## src/rtl/score_to_decimal_digits_pkg.sv

```systemverilog
// ---------------------------------------------------------------------------
// score_dec_pkg
// Shared definitions for the score-to-decimal-digits converter:
//   DIGIT_W      width of one BCD digit
//   DASH_CODE    nibble shown on every digit when the score overflows
//   state_e      converter FSM states
//   max_decimal  largest value displayable with n decimal digits (10^n - 1)
// ---------------------------------------------------------------------------
package score_dec_pkg;

    localparam int unsigned DIGIT_W   = 4;
    localparam logic [3:0]  DASH_CODE = 4'hF;

    typedef enum logic [1:0] {
        IDLE  = 2'd0,
        SHIFT = 2'd1,
        DONE  = 2'd2
    } state_e;

    function automatic logic [31:0] max_decimal(input int n);
        logic [31:0] p;
        p = 32'd1;
        for (int i = 0; i < n; i++) begin
            p = p * 32'd10;
        end
        return p - 32'd1;
    endfunction

endpackage

```

## src/rtl/score_to_decimal_digits_bcd_add3_adjust.sv

```systemverilog
// ---------------------------------------------------------------------------
// bcd_add3_adjust
// Combinational double-dabble correction for one BCD nibble: a nibble of 5 or
// more gets +3 so that the following left shift carries correctly into the
// next decimal digit.
//   nib_i  4-bit BCD digit before correction
//   nib_o  4-bit digit after the conditional +3
// ---------------------------------------------------------------------------
module bcd_add3_adjust
    import score_dec_pkg::*;
(
    input  logic [DIGIT_W-1:0] nib_i,
    output logic [DIGIT_W-1:0] nib_o
);

    always_comb begin
        if (nib_i >= 4'd5) begin
            nib_o = nib_i + 4'd3;
        end else begin
            nib_o = nib_i;
        end
    end

endmodule

```

## src/rtl/score_to_decimal_digits.sv

```systemverilog
// ---------------------------------------------------------------------------
// score_to_decimal_digits
// Iterative binary-to-BCD converter (shift-and-add-3, one bit per clock) that
// feeds the per-digit seven-segment encoders.
//
//   state | meaning
//   ------+-----------------------------------------------------------
//   IDLE  | waiting for start; outputs hold the last result
//   SHIFT | one add-3/shift step per clock, BIN_W steps in total
//   DONE  | one-cycle done pulse; digits/overflow/digit_valid are new
//
// Ports:
//   clock        system clock, rising edge
//   resetn       asynchronous active-low reset
//   start        conversion request, sampled only in IDLE
//   value        binary score, captured when start is accepted
//   busy         high while shifting
//   done         one-cycle completion pulse
//   digits       packed BCD digits, [3:0] = ones; all 4'hF on overflow
//   overflow     last score exceeded 10^NUM_DIGITS - 1
//   digit_valid  per-digit display enable
//
// Optional feature macro: SCORE_DEC_LZ_BLANK_EN (leading-zero blanking on
// digit_valid). Without it digit_valid is constant all ones.
// ---------------------------------------------------------------------------
module score_to_decimal_digits
    import score_dec_pkg::*;
#(
    parameter int BIN_W      = 16,
    parameter int NUM_DIGITS = 4
) (
    input  logic                          clock,
    input  logic                          resetn,
    input  logic                          start,
    input  logic [BIN_W-1:0]              value,
    output logic                          busy,
    output logic                          done,
    output logic [DIGIT_W*NUM_DIGITS-1:0] digits,
    output logic                          overflow,
    output logic [NUM_DIGITS-1:0]         digit_valid
);

    localparam int          ACC_W    = DIGIT_W * NUM_DIGITS;
    localparam int          CNT_W    = (BIN_W > 1) ? $clog2(BIN_W) : 1;
    localparam logic [CNT_W-1:0] CNT_LAST = CNT_W'(BIN_W - 1);
    localparam logic [31:0] MAX_DEC  = max_decimal(NUM_DIGITS);

    state_e             state_q, state_d;
    logic [BIN_W-1:0]   shreg_q, shreg_d;
    logic [ACC_W-1:0]   bcd_q, bcd_d;
    logic [CNT_W-1:0]   cnt_q, cnt_d;
    logic               ovf_pend_q, ovf_pend_d;
    logic [ACC_W-1:0]   digits_q, digits_d;
    logic               overflow_q, overflow_d;
    logic [ACC_W-1:0]   bcd_adj;
    logic [31:0]        value_ext;

    assign value_ext = 32'(value);

    for (genvar g = 0; g < NUM_DIGITS; g++) begin : g_adj
        bcd_add3_adjust u_adj (
            .nib_i (bcd_q[g*DIGIT_W +: DIGIT_W]),
            .nib_o (bcd_adj[g*DIGIT_W +: DIGIT_W])
        );
    end

    always_comb begin
        state_d    = state_q;
        shreg_d    = shreg_q;
        bcd_d      = bcd_q;
        cnt_d      = cnt_q;
        ovf_pend_d = ovf_pend_q;
        digits_d   = digits_q;
        overflow_d = overflow_q;

        unique case (state_q)
            IDLE: begin
                if (start) begin
                    shreg_d    = value;
                    bcd_d      = '0;
                    cnt_d      = '0;
                    ovf_pend_d = (value_ext > MAX_DEC);
                    state_d    = SHIFT;
                end
            end
            SHIFT: begin
                // Accumulator and shift register move left as one word.
                bcd_d   = {bcd_adj[ACC_W-2:0], shreg_q[BIN_W-1]};
                shreg_d = {shreg_q[BIN_W-2:0], 1'b0};
                cnt_d   = cnt_q + 1'b1;
                if (cnt_q == CNT_LAST) begin
                    // Results are registered on the final shift so that they
                    // are already visible during the DONE cycle.
                    digits_d   = ovf_pend_q ? {NUM_DIGITS{DASH_CODE}} : bcd_d;
                    overflow_d = ovf_pend_q;
                    state_d    = DONE;
                end
            end
            DONE: begin
                state_d = IDLE;
            end
            default: begin
                state_d = IDLE;
            end
        endcase
    end

    always_ff @(posedge clock or negedge resetn) begin
        if (!resetn) begin
            state_q    <= IDLE;
            shreg_q    <= '0;
            bcd_q      <= '0;
            cnt_q      <= '0;
            ovf_pend_q <= 1'b0;
            digits_q   <= '0;
            overflow_q <= 1'b0;
        end else begin
            state_q    <= state_d;
            shreg_q    <= shreg_d;
            bcd_q      <= bcd_d;
            cnt_q      <= cnt_d;
            ovf_pend_q <= ovf_pend_d;
            digits_q   <= digits_d;
            overflow_q <= overflow_d;
        end
    end

`ifdef SCORE_DEC_LZ_BLANK_EN
    logic [NUM_DIGITS-1:0] valid_q, valid_d;
    logic [NUM_DIGITS-1:0] lz_valid;
    logic                  lz_seen;

    // Enable every digit from the most significant non-zero one downwards;
    // the ones digit is always shown so that zero displays as "0".
    always_comb begin
        lz_valid = '0;
        lz_seen  = 1'b0;
        for (int i = NUM_DIGITS - 1; i >= 0; i--) begin
            if (bcd_d[i*DIGIT_W +: DIGIT_W] != '0) begin
                lz_seen = 1'b1;
            end
            lz_valid[i] = lz_seen;
        end
        lz_valid[0] = 1'b1;
    end

    always_comb begin
        valid_d = valid_q;
        if (state_q == SHIFT && cnt_q == CNT_LAST) begin
            valid_d = ovf_pend_q ? '1 : lz_valid;
        end
    end

    always_ff @(posedge clock or negedge resetn) begin
        if (!resetn) begin
            valid_q <= NUM_DIGITS'(1);
        end else begin
            valid_q <= valid_d;
        end
    end

    assign digit_valid = valid_q;
`else
    assign digit_valid = '1;
`endif

    assign busy     = (state_q == SHIFT);
    assign done     = (state_q == DONE);
    assign digits   = digits_q;
    assign overflow = overflow_q;

endmodule

```

## config.mk

```make
export PLATFORM = sky130hd
export DESIGN_NAME = score_to_decimal_digits
export DESIGN_NICKNAME = d
export VERILOG_FILES = /design/src/rtl/score_to_decimal_digits_pkg.sv /design/src/rtl/score_to_decimal_digits_bcd_add3_adjust.sv /design/src/rtl/score_to_decimal_digits.sv
export SDC_FILE = /design/constraint.sdc
export NUM_CORES = 1
export LEC_CHECK = 0
export ABC_AREA = 1
export CAP_MARGIN = 20
export CORE_MARGIN = 2
export CORE_UTILIZATION = 33
export DETAILED_ROUTE_END_ITERATION = 10
export DONT_BUFFER_PORTS = 1
export GPL_TIMING_DRIVEN = 0
export SYNTH_ARGS = -nofsm -noshare
export SYNTH_HDL_FRONTEND = slang
export SYNTH_SLANG_ARGS = --single-unit
```

## constraint.sdc

```tcl
create_clock -name clock -period 1.4 [get_ports clock]
set_input_delay 0 -clock clock [delete_from_list [all_inputs] [get_ports clock]]
set_output_delay 0 -clock clock [all_outputs]
set_load 0.005 [all_outputs]
```

[Yosys cells after proc, flatten, opt, wreduce, memory -nomap -nowiden]
Cells that the tools add are included.
Operators by class
  add/subtract/negate cells: 5
  $lt $le $gt $ge: 5
  eq/ne operators: 5
  muxes and demuxes: 14
  reduce and logical (&&, ||, !) cells: 6
Operators by type and width (count)
  case mux 16 bit (2 select lines): 2
  2-to-1 mux 16 bit: 3
  greater-or-equal comparator 4 x 3 -> 1 bit, second input constant: 4
  > comparator 16 x 14 -> 1 bit, second input constant: 1
  2-to-1 mux 4 bit: 4
  adder 4 x 2 -> 4 bit, second input constant: 3
  case mux 4 bit (2 select lines): 1
  AND reduction 2 bit: 4
  adder 4 x 1 -> 4 bit, second input constant: 1
  == test 4 bit, second input constant: 1
  2-to-1 mux 2 bit: 2
  case mux 2 bit (2 select lines): 1
  adder 3 x 2 -> 3 bit, second input constant: 1
  2-to-1 mux 3 bit: 1
  == test 2 x 1 -> 1 bit, second input constant: 1
  == test 2 bit, second input constant: 1
  zero test 2 bit: 1
  != test 2 x 1 -> 1 bit, second input constant: 1
  != test 2 bit, second input constant: 1
  nonzero test 2 bit: 1
Storage, ports and cells
  register bits after elaboration: 56
  input port bits: 19
  output and inout bits: 23
  logic and storage cells: 42

[Depth between registers and ports, before layout]
Gate-level depths: netlist (run 1).
  word-level depth: 3
  gate-level depth with buffers: 9
  gate-level depth less buffers: 9

[Modules after synthesis]
From an unflattened synthesis (run 1), not the netlist that was laid out.
Second synthesis, totals
  cells, all modules: 348
  area total of the unflattened synthesis: 2939.1 um^2
Modules (own cells, without submodules)
  score_to_decimal_digits: times used 1, cells each 256, area each 2398.6 um^2, sequential area each 1401.3 um^2
  bcd_add3_adjust: times used 4, cells each 23, area each 135.1 um^2, sequential area each 0.0 um^2

[Worst setup path after synthesis (run 1)]
Ideal clock, no wire load.
  path kind: register to register
  from: reg cnt_q[0]
  to: reg digits_q[15] (netlist: digits[15])
  library setup time: 0.127 ns
  arrival: 1.148 ns
  required time: 1.273 ns
  slack: 0.125 ns
  cell stages (with the launch flop): 8
  buffers on the path: 1
  period minus slack after synthesis: 1.275 ns
  path through: dfrtp_1 -> ha_1 -> nand2_1 -> nor2_2 -> nand2_4 -> nor2_4 -> buf_6 -> a21oi_1
On the way
  word-level cells in the longest chain between the ends: 2
RTL lines
  start, declared: line score_to_decimal_digits.sv:51  | logic [CNT_W-1:0] cnt_q, cnt_d;
  start signal, assigned: line score_to_decimal_digits.sv:121  | cnt_q <= cnt_d;
  == test 4 bit: line score_to_decimal_digits.sv:91  | if (cnt_q == CNT_LAST) begin
  AND reduction 2 bit (no source line)
  end signal, assigned: line score_to_decimal_digits.sv:123  | digits_q <= digits_d;
  end, declared: line score_to_decimal_digits.sv:53  | logic [ACC_W-1:0] digits_q, digits_d;
Every way passes these cells.
A chain may end at the register's enable or synchronous reset.

[Worst setup path in the final report (run 1)]
  from: reg cnt_q[0]
  to: reg digits_q[2] (netlist: digits[2])
The elaborated chain is that of the path after synthesis.

==> flow_summary.rst, run 1 <==
.. list-table::
   :header-rows: 1

   * - Metric
     - Value
   * - Pwr/cell area
     - between 2000 and 2500 nW/um2
   * - Post-route setup slack
     - -0.0151 ns
   * - Number of antenna repair diodes
     - 0
   * - First-pass detailed-route iteration total
     - 4
   * - Reg-to-reg critical path endpoint
     - digits[2]$_DFFE_PN0P_
   * - Slowest stage cell on the critical path
     - sky130_fd_sc_hd__dfrtp_1
   * - Number of endpoints with negative hold slack in the final report
     - 0
   * - Leading cell types by total area after synthesis
     - sky130_fd_sc_hd__dfrtp_1 50%, sky130_fd_sc_hd__nand2_1 9.7%, sky130_fd_sc_hd__inv_1 5.9%, sky130_fd_sc_hd__a21oi_1 4.7%, sky130_fd_sc_hd__o22ai_1 4.5%
   * - Unrepaired setup endpoints after global routing
     - true
   * - Final antenna-violating net count
     - 0
   * - Via density
     - 4.80
   * - Effective utilization at floorplan
     - 33.9%
   * - Largest clock skew in the final design
     - between 0.01 and 0.015 ns
   * - RePlAce Congestion
     - 0.832
   * - Post-DP HPWL
     - 4130 um
   * - Share of flip-flops with an asynchronous set or reset
     - 100%
   * - Top-level port count
     - 42
   * - Post-Route WL
     - 6410 um
   * - Number of flops mapped to enable cells by yosys
     - 0
   * - Hold path startpoint
     - value[15]
   * - Crit path time final
     - 1.42 ns
   * - Arr. time, crit path
     - 1.62 ns
   * - DR WL/cell
     - 13.4 um
   * - Slack of the worst reg-to-reg path
     - -0.02 ns
   * - Total track usage
     - 14.9%
   * - Max-slew violation count
     - 0
   * - Setup-violating endpoint count in the final report
     - 9
   * - Depth of the CTS H-tree
     - 2
   * - Number of antenna violations at the first check in global routing
     - 0
   * - Avg Cell Area, Syn
     - between 8 and 9 um2
   * - Pin count of the biggest net entering global routing
     - 57
   * - Total of max-cap violations
     - 0
   * - Portion of the post-synthesis area used by sequential elements
     - 50.3%
   * - Floorplan row count
     - 33
   * - Area delta synth->final
     - 25.8%
   * - Design area
     - 3500 um2
   * - Most frequently used flop master after synthesis
     - sky130_fd_sc_hd__dfrtp_1
   * - Wire length of the first global-routing pass
     - 10500 um
   * - Share of layout cells above drive strength 1
     - 22.3%
   * - Portion of synthesized cell area occupied by the leading cell type
     - 50.3%
   * - Cell at the root of the clock tree
     - sky130_fd_sc_hd__clkbuf_8
   * - Ordered cell list for the critical path
     - ha_4 > nand2_4 > nor2_4 > nand2_4 > nor2_4 > buf_6 > a21oi_2
   * - Path category of the worst min-delay check
     - in2reg
   * - Placement Setup Slack
     - -0.136 ns
   * - Endpoint type of the worst setup path
     - register
   * - Initial detailed-routing violation count
     - 125
   * - Yosys cell types
     - 27
   * - Grt ovf
     - 0
   * - R2R cell count
     - 7
   * - DRC errors left
     - 0
   * - Standby leakage power
     - approximately 1.7 nW
   * - Critical Path Source Type
     - register
   * - Vias in the first global route
     - 2252
   * - Horizontal die dimension
     - 95.9 um
   * - Detailed-route via count
     - 2289
   * - Critical path required time
     - 1.60 ns
   * - Worst hold path cell count
     - 6
   * - Cell type with the largest total area after synthesis
     - sky130_fd_sc_hd__dfrtp_1
   * - Die height
     - 95.9 um
   * - Failing checks
     - negative setup slack
   * - Skew-Pair Late Insertion Delay
     - 0.31 ns
   * - Critical path start-end classification
     - reg2reg
   * - Netlist Area Pre-Place
     - roughly 2800 um2
   * - Final worst-path cycle share
     - 101%
   * - Critical path fanouts, max
     - 6
   * - Library cell with the highest instance count after synthesis
     - sky130_fd_sc_hd__nand2_1
   * - Nets
     - 399
   * - Peak VDD IR
     - between 0.9 and 1 mV
   * - Peak per-stage delay on the critical path
     - 0.41 ns
   * - Timing-limited maximum frequency
     - 0.707 GHz
   * - Total power of the final layout
     - 0.00775 W
   * - Floorplan die area
     - 9190 um2
   * - Placed inst area
     - 2930 um2
   * - CTS tree
     - yes
   * - Core Box Area
     - 8220 um2
   * - Clock tree buffer depth
     - 2
   * - Sinks on Clock Net
     - 56
   * - Worst r2r src
     - cnt_q[0]$_DFFE_PN0P_
   * - Register bit total from synthesis
     - 56
   * - Clock-pin slew on the worst setup and hold paths
     - around 0.090 ns
   * - Synthesized netlist cell count
     - 326
   * - Warnings, synthesis
     - 0
   * - Number of buffers inserted by port buffering
     - 0
   * - Num CTS Buffers
     - 5
   * - Commonest cells in the synthesized netlist
     - 72 x sky130_fd_sc_hd__nand2_1, 56 x sky130_fd_sc_hd__dfrtp_1, 44 x sky130_fd_sc_hd__inv_1
   * - Hold path endpoint
     - ovf_pend_q$_DFFE_PN0P_
   * - Run status
     - complete, but fails checks
   * - Cell Count Post-Placement
     - 434
   * - Cell Count, Final, Fillers Out
     - 477
[stage by stage]
step	hold WS, ns	setup TNS [ns]	utilization [%]
6_report	0.0144	-0.0649	42.6
3_5_place_dp	-0.294	-1.32	35.6
2_1_floorplan	-0.296	0	-
5_1_grt	0.0637	-1.00	42.6
3_3_place_gp	-0.294	-1.10	35.6
4_1_cts	0.00430	-0.0521	40.1
[cell type report]
type                            instances  area, um2
Timing Repair Buffer                   35        348
Fill cell                             815       4710
Clock buffer                            8       90.1
Sequential cell                        56       1400
Multi-Input combinational cell        213       1240
Tap cell                              105        131
Inverter                               47        189
Buffer                                 13        106
[how the worst max path moves through the flow]
stage,start,end,slack (ns),cells past startpoint
4_1_cts,cnt_q[0]$_DFFE_PN0P_,digits[2]$_DFFE_PN0P_,-0.02,7
5_1_grt,cnt_q[0]$_DFFE_PN0P_,digits[4]$_DFFE_PN0P_,-0.10,8
2_1_floorplan,cnt_q[0]$_DFFE_PN0P_,digits[15]$_DFFE_PN0P_,0.13,7
3_3_place_gp,cnt_q[0]$_DFFE_PN0P_,digits[11]$_DFFE_PN0P_,-0.11,7
6_report,cnt_q[0]$_DFFE_PN0P_,digits[2]$_DFFE_PN0P_,-0.02,7
3_5_place_dp,cnt_q[0]$_DFFE_PN0P_,digits[11]$_DFFE_PN0P_,-0.14,7
[sequential cells by signal, indices dropped and copies added (netlist names)]
name / count
digits: 16
shreg_q: 16
bcd_q: 16
ovf_pend_q: 1
overflow: 1
state_q: 2
cnt_q: 4
[power breakdown]
group	switching, W	internal, W	total, W
logic	0.00229	0.00155	0.00384
clock network	0.000513	0.000405	0.000918
registers	0.000596	0.00240	0.00299
total	0.00340	0.00435	0.00775
[metal layers]
layer	GRT usage, %	share of wire (%)	wire, um	up-vias
met1	18.5	45	2910	1091
met5	0	0	0	-
met3	4.07	4.8	305	9
met4	4.76	1.2	75	0
met2	25.1	49	3120	48
li1	-	-	-	1141
[placed cells by master (no fill, tap or decap), drive strengths merged]
cell / synthesis / routed
dlygate4sd3: 0 / 18
a21oi: 31 / 31
nand3: 13 / 13
conb: 1 / 4
nand4: 8 / 8
inv: 47 / 47
o21ai: 19 / 19
nor2: 29 / 29
o22ai: 20 / 20
ha: 9 / 9
buf: 11 / 27
clkbuf: 2 / 11
dfrtp: 56 / 56
o211ai: 1 / 1
or2: 3 / 3
nand2: 76 / 76
[timing repair]
action | CTS | global route
endpoints found under the hold margin | 76 | 0
setup endpoints to repair | 14 | 42
gates resized for setup | 8 | 44
setup buffers | 6 | 9
pin swaps | 4 | 12
gates cloned | 1 | 0
hold buffers | 19 | 0
[cell families (layout without fill, tap and decap cells)]
| logic type | after synthesis | after routing | synth area share [%] |
|---|---|---|---|
| AO/OA/AOI/OAI | 71 | 71 | 14.4 |
| AND/OR/NAND/NOR | 129 | 129 | 20.8 |
| other | 1 | 4 | 0.135 |
| adder cells (fa/ha/maj) | 9 | 9 | 4.05 |
| flip-flops | 56 | 56 | 50.3 |
| buffers and inverters | 60 | 103 | 10.2 |
[worst max-delay path: cells and delay by family, from the launching register on]
family,cells,cell delay (ns)
and+or+nand+nor,4,0.48
DFF,1,0.41
buffers and inverters,1,0.19
adders and majority gates,1,0.17
AOI/OAI and AO/OA,1,0.06
No activity file was read; power rests on OpenSTA's default activity.
==> run 2: changes to the inputs <==
--- a/config.mk
+++ b/config.mk
@@ -7,7 +7,7 @@
 export LEC_CHECK = 0
 export ABC_AREA = 1
 export CAP_MARGIN = 20
-export CORE_MARGIN = 2
+export CORE_MARGIN = 1
 export CORE_UTILIZATION = 33
 export DETAILED_ROUTE_END_ITERATION = 10
 export DONT_BUFFER_PORTS = 1
==> run 2 against run 1 <==
The run still ends with negative setup slack left. Design area shrank 0.79%. Die area shrank 4.1%. Sequential cell count is the same. Largest cell class unchanged.
==> flow_summary.rst, run 2 (same netlist as run 1, synthesis figures left out) <==
.. list-table::
   :header-rows: 1

   * - Metric
     - Value
   * - Int Pwr
     - 0.00433 W (-0.52%)
   * - Slack of the worst reg-to-reg path
     - -0.01 ns (about the same)
   * - Vias in the first global route
     - 2182 (-3.1%)
   * - First-pass detailed-route iteration total
     - 4 (unchanged)
   * - Number of endpoints with negative hold slack in the final report
     - 0 (unchanged)
   * - Total power of the final layout
     - 0.00773 W (-0.26%)
   * - Share of layout cells above drive strength 1
     - 21.8% (-0.48 points)
   * - CP endpoint
     - digits[10]$_DFFE_PN0P_
   * - Switching power as a share of total power
     - 44.0% (+0.14 points)
   * - Number of antenna repair diodes
     - 0 (unchanged)
   * - Final worst-path cycle share
     - 101% (-0.32 points)
   * - Pin count of the biggest net entering global routing
     - 57 (unchanged)
   * - Detailed-route via count
     - 2311 (+0.96%)
   * - DRC errors left
     - 0 (unchanged)
   * - Standby leakage power
     - 1.66 nW (-1.1%)
   * - Top-level port count
     - 42 (unchanged)
   * - Area delta synth->final
     - 24.9%
   * - Critical path start-end classification
     - reg2reg
   * - Critical Path Source Type
     - register
   * - Grt ovf
     - 0 (unchanged)
   * - Commonest non-fill, non-tap cells in the layout
     - 66 x sky130_fd_sc_hd__nand2_1, 55 x sky130_fd_sc_hd__dfrtp_1, 41 x sky130_fd_sc_hd__inv_1
   * - Top layer reached by signal wires
     - met4
   * - Num CTS Buffers
     - 5 (unchanged)
   * - Via density
     - 4.86 (+1.2%)
   * - Total track usage
     - 15.4% (+0.52 points)
   * - Path category of the worst min-delay check
     - in2reg
   * - Cell Count, Final, Fillers Out
     - 476 (-0.21%)
   * - R2R cell count
     - 7 (unchanged)
   * - Post-route setup slack
     - -0.0106 ns (+0.00451 ns)
   * - Max-slew violation count
     - 0 (unchanged)
   * - Horizontal die dimension
     - 93.9 um (-2.1%)
   * - Failing checks
     - negative setup slack
   * - Total met3 wirelength after detailed routing
     - 280 um (-8.2%)
   * - Critical path required time
     - 1.61 ns (about the same)
   * - Unrepaired setup endpoints after global routing
     - true
   * - Setup TNS
     - -0.0201 ns (+0.0448 ns)
   * - Clock share of power
     - 12.0% (about the same)
   * - Cell Count Post-Placement
     - 434 (unchanged)
   * - Peak VDD IR
     - 0.930 mV (-3.2%)
   * - Total of max-cap violations
     - 0 (unchanged)
   * - Cell at the root of the clock tree
     - sky130_fd_sc_hd__clkbuf_8
   * - Worst setup startpoint
     - cnt_q[0]$_DFFE_PN0P_
   * - Arr. time, crit path
     - 1.62 ns (about the same)
   * - Floorplan die area
     - 8810 um2 (-4.1%)
   * - Worst hold path cell count
     - 6 (unchanged)
   * - Sequential power share
     - 38.3% (-0.3 points)
   * - Timing-limited maximum frequency
     - 0.709 GHz (+0.32%)
   * - Skew-Pair Late Insertion Delay
     - 0.31 ns (about the same)
   * - Number of antenna violations at the first check in global routing
     - 0 (unchanged)
   * - Critical path fanouts, max
     - 5 (-1)
   * - Die height
     - 93.9 um (-2.1%)
   * - Sum of routed wire segments on met1
     - 3050 um (+4.8%)
   * - Total of fill cells in the finished design
     - 799 (-2.0%)
   * - Reg-to-reg critical path endpoint
     - digits[10]$_DFFE_PN0P_
   * - Post-DP HPWL
     - 4190 um (+1.4%)
   * - Effective utilization at floorplan
     - 34.1% (+0.17 points)
   * - Worst r2r src
     - cnt_q[0]$_DFFE_PN0P_
   * - Largest clock skew in the final design
     - 0.00876 ns (-0.00133 ns)
   * - Net Sw Power
     - 0.00340 W (about the same)
   * - Met2 layer wire length in the routed design
     - 3150 um (+0.87%)
   * - Crit path time final
     - 1.41 ns (-0.00451 ns)
   * - Post-layout util
     - 42.5% (-0.12 points)
   * - RePlAce Congestion
     - 0.831 (about the same)
   * - Run status
     - complete, but fails checks
   * - Part of the total power dissipated in combinational logic
     - 49.7% (+0.2 points)
   * - Clock-pin slew on the worst setup and hold paths
     - 0.10 ns (about the same)
   * - Final antenna-violating net count
     - 0 (unchanged)
   * - Floorplan row count
     - 33 (unchanged)
   * - Core Box Area
     - 8180 um2 (-0.50%)
   * - Most common cell after layout, fill and taps aside
     - sky130_fd_sc_hd__nand2_1
   * - Clock tree buffer depth
     - 2 (unchanged)
   * - DR WL/cell
     - 13.8 um (+2.9%)
   * - Wire length of the first global-routing pass
     - 10400 um (-1.1%)
   * - Endpoint type of the worst setup path
     - register
   * - CTS tree
     - yes
   * - Sinks on Clock Net
     - 56 (unchanged)
   * - Number of buffers inserted by port buffering
     - 0 (unchanged)
   * - Initial detailed-routing violation count
     - 104 (-17%)
   * - Nets
     - 398 (-0.25%)
   * - Pwr/cell area
     - 2220 nW/um2 (+0.53%)
   * - Depth of the CTS H-tree
     - 2 (unchanged)
   * - Post-Route WL
     - 6580 um (+2.6%)
   * - Setup-violating endpoint count in the final report
     - 3 (-6)
## run 2: cell count changes in the layout (fill, tap and decap cells not counted), sizes merged
cell  delta
buf      -1
## run 2: critical path, stage by stage (launching register included)
cell and delay (ns):
sky130_fd_sc_hd__dfrtp_1 0.37, sky130_fd_sc_hd__ha_2 0.19, sky130_fd_sc_hd__nand2_2 0.07, sky130_fd_sc_hd__nor2_4 0.11, sky130_fd_sc_hd__nand2_4 0.09, sky130_fd_sc_hd__nor2_4 0.22, sky130_fd_sc_hd__clkbuf_16 0.21, sky130_fd_sc_hd__a21oi_1 0.06
## run 2: metrics by stage
step                      worst slack, ns  area, um2  hold WS, ns
after floorplan                     0.125       2800       -0.296
after global placement             -0.119       2930       -0.294
after detailed placement           -0.145       2930       -0.294
after CTS                       -0.000586       3260      0.00830
after global routing              -0.0640       3480       0.0622
final                             -0.0106       3480       0.0217
## run 2: worst min path at each step
| stage | startpoint | slack [ns] | to |
|---|---|---|---|
| 3_5_place_dp | resetn | -0.29 | shreg_q[1]$_DFFE_PN0P_ |
| 3_3_place_gp | resetn | -0.29 | shreg_q[1]$_DFFE_PN0P_ |
| 4_1_cts | value[15] | 0.008 | ovf_pend_q$_DFFE_PN0P_ |
| 6_report | value[15] | 0.02 | ovf_pend_q$_DFFE_PN0P_ |
| 2_1_floorplan | resetn | -0.30 | bcd_q[0]$_DFFE_PN0P_ |
| 5_1_grt | value[15] | 0.06 | ovf_pend_q$_DFFE_PN0P_ |
## run 2: area by class of cell
class	count	area, um2	area share, %
tap	105	131	3.78
timing repair buffer	34	342	9.83
buffer	13	108	3.10
clock buffer	8	90.1	2.59
inverter	47	189	5.44
sequential	56	1400	40.4
multi-input combinational	213	1210	34.9
## run 2: what timing repair did
action / CTS / global route
pin swaps: 1 / 7
cloned: 0 / 1
endpoints found under the hold margin: 78 / 0
gates resized for setup: 5 / 41
buffers inserted: 3 / 11
hold buffers: 19 / 0
setup endpoints to repair: 14 / 40
## run 2: routing by layer
layer / vias up / track usage, %
met5: - / 0
met1: 1097 / 20.2
met4: 0 / 5.51
met2: 54 / 24.8
li1: 1148 / -
met3: 12 / 3.40
## run 2: power by group through the flow
| stage | clock (W) | sequential (W) | combinational [W] |
|---|---|---|---|
| global route | 0.00104 | 0.00306 | 0.00435 |
| CTS | 0.000962 | 0.00295 | 0.00334 |
| global placement | 0 | 0.00297 | 0.00305 |
| detailed placement | 0 | 0.00299 | 0.00317 |
| finish | 0.000923 | 0.00296 | 0.00384 |
| floorplan | 0 | 0.00284 | 0.00255 |
==> run 3: changes to the inputs <==
--- a/config.mk
+++ b/config.mk
@@ -12,6 +12,7 @@
 export DETAILED_ROUTE_END_ITERATION = 10
 export DONT_BUFFER_PORTS = 1
 export GPL_TIMING_DRIVEN = 0
+export REMOVE_ABC_BUFFERS = 1
 export SYNTH_ARGS = -nofsm -noshare
 export SYNTH_HDL_FRONTEND = slang
 export SYNTH_SLANG_ARGS = --single-unit
==> run 3 against run 2 <==
The run still ends with negative setup slack left. Non-clock buffer count decreased by 9. Utilization decreased by 0.49 points. Sequential share of layout area increased by 0.51 points. Power decreased by 1.3%. Fmax decreased by 1.2%. Critical path depth increased by 2. Setup slack got worse by 0.017 ns. Hold slack got worse by 0.017 ns. Design area decreased by 1.2%. Critical endpoint is now digits[8]$_DFFE_PN0P_. Largest power group unchanged.
==> flow_summary.rst, run 3 (same netlist as run 1, synthesis figures left out) <==
.. list-table::
   :header-rows: 1

   * - Metric
     - Value
   * - Peak per-stage delay on the critical path
     - 0.42 ns (+0.05 ns)
   * - Int Pwr
     - 0.00427 W (-1.3%)
   * - Pin count of the biggest net entering global routing
     - 57 (unchanged)
   * - RePlAce Congestion
     - 0.820 (-1.3%)
   * - Post-DP HPWL
     - 3670 um (-12%)
   * - Vias in the first global route
     - 2294 (+5.1%)
   * - Total met3 wirelength after detailed routing
     - 326 um (+16%)
   * - Wire length of the first global-routing pass
     - 10600 um (+2.2%)
   * - Total track usage
     - 15.4% (+0.059 points)
   * - Run status
     - complete, but fails checks
   * - Crit path time final
     - 1.43 ns (+0.0172 ns)
   * - Worst r2r src
     - cnt_q[0]$_DFFE_PN0P_
   * - Total of fill cells in the finished design
     - 811 (+1.5%)
   * - Clock tree buffer depth
     - 2 (unchanged)
   * - Max-slew violation count
     - 0 (unchanged)
   * - Part of the total power dissipated in combinational logic
     - 48.7% (-1.0 points)
   * - Ordered cell list for the critical path
     - ha_4 > nand2_4 > nor2_4 > nand2_4 > nor2_4 > buf_12 > nand3_1 > nand2_1 > inv_1
   * - Slowest stage cell on the critical path
     - sky130_fd_sc_hd__dfrtp_1
   * - Floorplan row count
     - 33 (unchanged)
   * - First-pass detailed-route iteration total
     - 5 (+1)
   * - Share of layout cells above drive strength 1
     - 18.2% (-3.7 points)
   * - Grt ovf
     - 0 (unchanged)
   * - Critical Path Source Type
     - register
   * - Number of endpoints with negative hold slack in the final report
     - 0 (unchanged)
   * - Post-Route WL
     - 6420 um (-2.5%)
   * - DRC errors left
     - 0 (unchanged)
   * - Sinks on Clock Net
     - 56 (unchanged)
   * - Num CTS Buffers
     - 5 (unchanged)
   * - Standby leakage power
     - 1.64 nW (-1.5%)
   * - Unrepaired setup endpoints after global routing
     - true
   * - Clock share of power
     - 12.0% (about the same)
   * - Cell Count Post-Placement
     - 421 (-3.0%)
   * - Number of buffers inserted by port buffering
     - 0 (unchanged)
   * - Cell Count, Final, Fillers Out
     - 468 (-1.7%)
   * - Timing-limited maximum frequency
     - 0.700 GHz (-1.2%)
   * - Net Sw Power
     - 0.00335 W (-1.3%)
   * - Die height
     - 93.9 um (unchanged)
   * - Total of max-cap violations
     - 0 (unchanged)
   * - Hold path endpoint
     - ovf_pend_q$_DFFE_PN0P_
   * - Cell at the root of the clock tree
     - sky130_fd_sc_hd__clkbuf_8
   * - Clock-pin slew on the worst setup and hold paths
     - 0.09 ns (about the same)
   * - Final worst-path cycle share
     - 102% (+1.2 points)
   * - Commonest non-fill, non-tap cells in the layout
     - 66 x sky130_fd_sc_hd__nand2_1, 54 x sky130_fd_sc_hd__dfrtp_1, 40 x sky130_fd_sc_hd__inv_1
   * - Delay-heaviest family, CP
     - simple AND/OR/NAND/NOR gates
   * - Top layer reached by signal wires
     - met4
   * - Number of antenna repair diodes
     - 0 (unchanged)
   * - R2R cell count
     - 9 (+2)
   * - DR WL/cell
     - 13.7 um (-0.83%)
   * - Skew-Pair Late Insertion Delay
     - 0.30 ns (about the same)
   * - Detailed-route via count
     - 2274 (-1.6%)
   * - Sum of routed wire segments on met1
     - 2900 um (-4.9%)
   * - Post-route setup slack
     - -0.0277 ns (-0.0172 ns)
   * - Critical path start-end classification
     - reg2reg
   * - Largest clock skew in the final design
     - 0.00781 ns (-0.000953 ns)
   * - Floorplan die area
     - 8810 um2 (unchanged)
   * - Critical path required time
     - 1.61 ns (about the same)
   * - Endpoint type of the worst setup path
     - register
   * - Hold path startpoint
     - value[13]
   * - Number of antenna violations at the first check in global routing
     - 0 (unchanged)
   * - Final antenna-violating net count
     - 0 (unchanged)
   * - Pwr/cell area
     - 2220 nW/um2 (-0.14%)
   * - Area of combinational cells with multiple inputs
     - 1210 um2 (-0.51%)
   * - Depth of the CTS H-tree
     - 2 (unchanged)
   * - Arr. time, crit path
     - 1.63 ns (about the same)
   * - Top-level port count
     - 42 (unchanged)
   * - Horizontal die dimension
     - 93.9 um (unchanged)
   * - Combined buffer and inverter count along the critical path
     - 2 (+1)
   * - Effective utilization at floorplan
     - 34.1% (unchanged)
   * - Core Box Area
     - 8180 um2 (unchanged)
   * - Failing checks
     - negative setup slack
   * - Via density
     - 4.86 (about the same)
   * - Switching power as a share of total power
     - 44.0% (about the same)
   * - Peak VDD IR
     - 0.873 mV (-6.2%)
   * - Nets
     - 390 (-2.0%)
   * - Final Hold Slack
     - 0.00426 ns (-0.0174 ns)
   * - Area delta synth->final
     - 23.4%
   * - Most common cell after layout, fill and taps aside
     - sky130_fd_sc_hd__nand2_1
   * - Seq. cell area
     - 1400 um2 (about the same)
   * - CTS tree
     - yes
   * - Initial detailed-routing violation count
     - 111 (+6.7%)
   * - Worst hold path cell count
     - 6 (unchanged)
   * - Met2 layer wire length in the routed design
     - 3140 um (-0.19%)
   * - Path category of the worst min-delay check
     - in2reg
   * - Sequential power share
     - 39.2% (+0.9 points)
   * - Setup-violating endpoint count in the final report
     - 2 (-1)
   * - Reg-to-reg critical path endpoint
     - digits[8]$_DFFE_PN0P_
   * - Critical path fanouts, max
     - 5 (unchanged)
   * - Slack of the worst reg-to-reg path
     - -0.03 ns (-0.02 ns)
==> run 3: cell count changes in the layout (fill, tap and decap cells not counted), sizes merged <==
cell	change
clkbuf	-2
nand2	+1
buf	-7
clkinv	+1
inv	-1
==> run 3: cell type report <==
class                      instances  share of cell area, %
inverter                          47                   6.01
tap                              105                   3.82
multi-input combinational        214                   35.1
clock buffer                       8                   2.62
sequential                        56                   40.9
timing repair buffer              38                   11.5
==> run 3: per-stage QoR <==
| step | instance area (um2) | util [%] | setup WS (ns) | setup TNS [ns] | power (W) |
|---|---|---|---|---|---|
| floorplan | 2690 | - | 0.00207 | 0 | 0.00525 |
| global placement | 2830 | 34.6 | -0.408 | -12.13 | 0.00583 |
| detailed placement | 2830 | 34.6 | -0.421 | -12.23 | 0.00597 |
| CTS | 3190 | 39.0 | -0.0434 | -0.0785 | 0.00712 |
| global route | 3440 | 42.0 | -0.120 | -0.723 | 0.00840 |
| finish | 3440 | 42.0 | -0.0277 | -0.0516 | 0.00763 |
==> run 3: metal layers <==
layer,GRT usage (%),vias up
li1,-,1124
met3,3.64,5
met4,3.46,0
met2,27.4,54
met1,18.9,1091
met5,0,-
==> run 3: worst register-to-register path, stage by stage (launching register included) <==
cell and delay, ns:
sky130_fd_sc_hd__dfrtp_1 0.42, sky130_fd_sc_hd__ha_4 0.17, sky130_fd_sc_hd__nand2_4 0.05, sky130_fd_sc_hd__nor2_4 0.13, sky130_fd_sc_hd__nand2_4 0.08, sky130_fd_sc_hd__nor2_4 0.17, sky130_fd_sc_hd__buf_12 0.15, sky130_fd_sc_hd__nand3_1 0.07
sky130_fd_sc_hd__nand2_1 0.07, sky130_fd_sc_hd__inv_1 0.04
==> run 3: power groups by stage <==
| stage | Combinational, W | Clock, W | Sequential [W] |
|---|---|---|---|
| after CTS | 0.00320 | 0.000946 | 0.00298 |
| after floorplan | 0.00241 | 0 | 0.00283 |
| after global routing | 0.00428 | 0.00102 | 0.00309 |
| after global placement | 0.00287 | 0 | 0.00296 |
| after detailed placement | 0.00299 | 0 | 0.00298 |
| final | 0.00372 | 0.000919 | 0.00299 |
==> run 3: what timing repair did <==
item,4_1_cts,5_1_grt
resized for setup,9,32
pin swaps,2,5
buffers inserted,4,14
gates cloned,1,1
hold endpoints to repair,73,2
setup endpoints to repair,46,46
hold buffers,18,1
==> run 3: how the worst max path moves through the flow <==
stage	startpoint	end	slack [ns]	depth (start not counted)
after floorplan	state_q[1]$_DFFE_PN0P_	digits[4]$_DFFE_PN0P_	0.002	8
after global placement	state_q[1]$_DFFE_PN0P_	digits[4]$_DFFE_PN0P_	-0.41	8
after detailed placement	state_q[1]$_DFFE_PN0P_	digits[4]$_DFFE_PN0P_	-0.42	8
after CTS	cnt_q[1]$_DFFE_PN0P_	digits[4]$_DFFE_PN0P_	-0.04	9
after global routing	bcd_q[4]$_DFFE_PN0P_	bcd_q[5]$_DFFE_PN0P_	-0.12	8
final	cnt_q[0]$_DFFE_PN0P_	digits[8]$_DFFE_PN0P_	-0.03	9
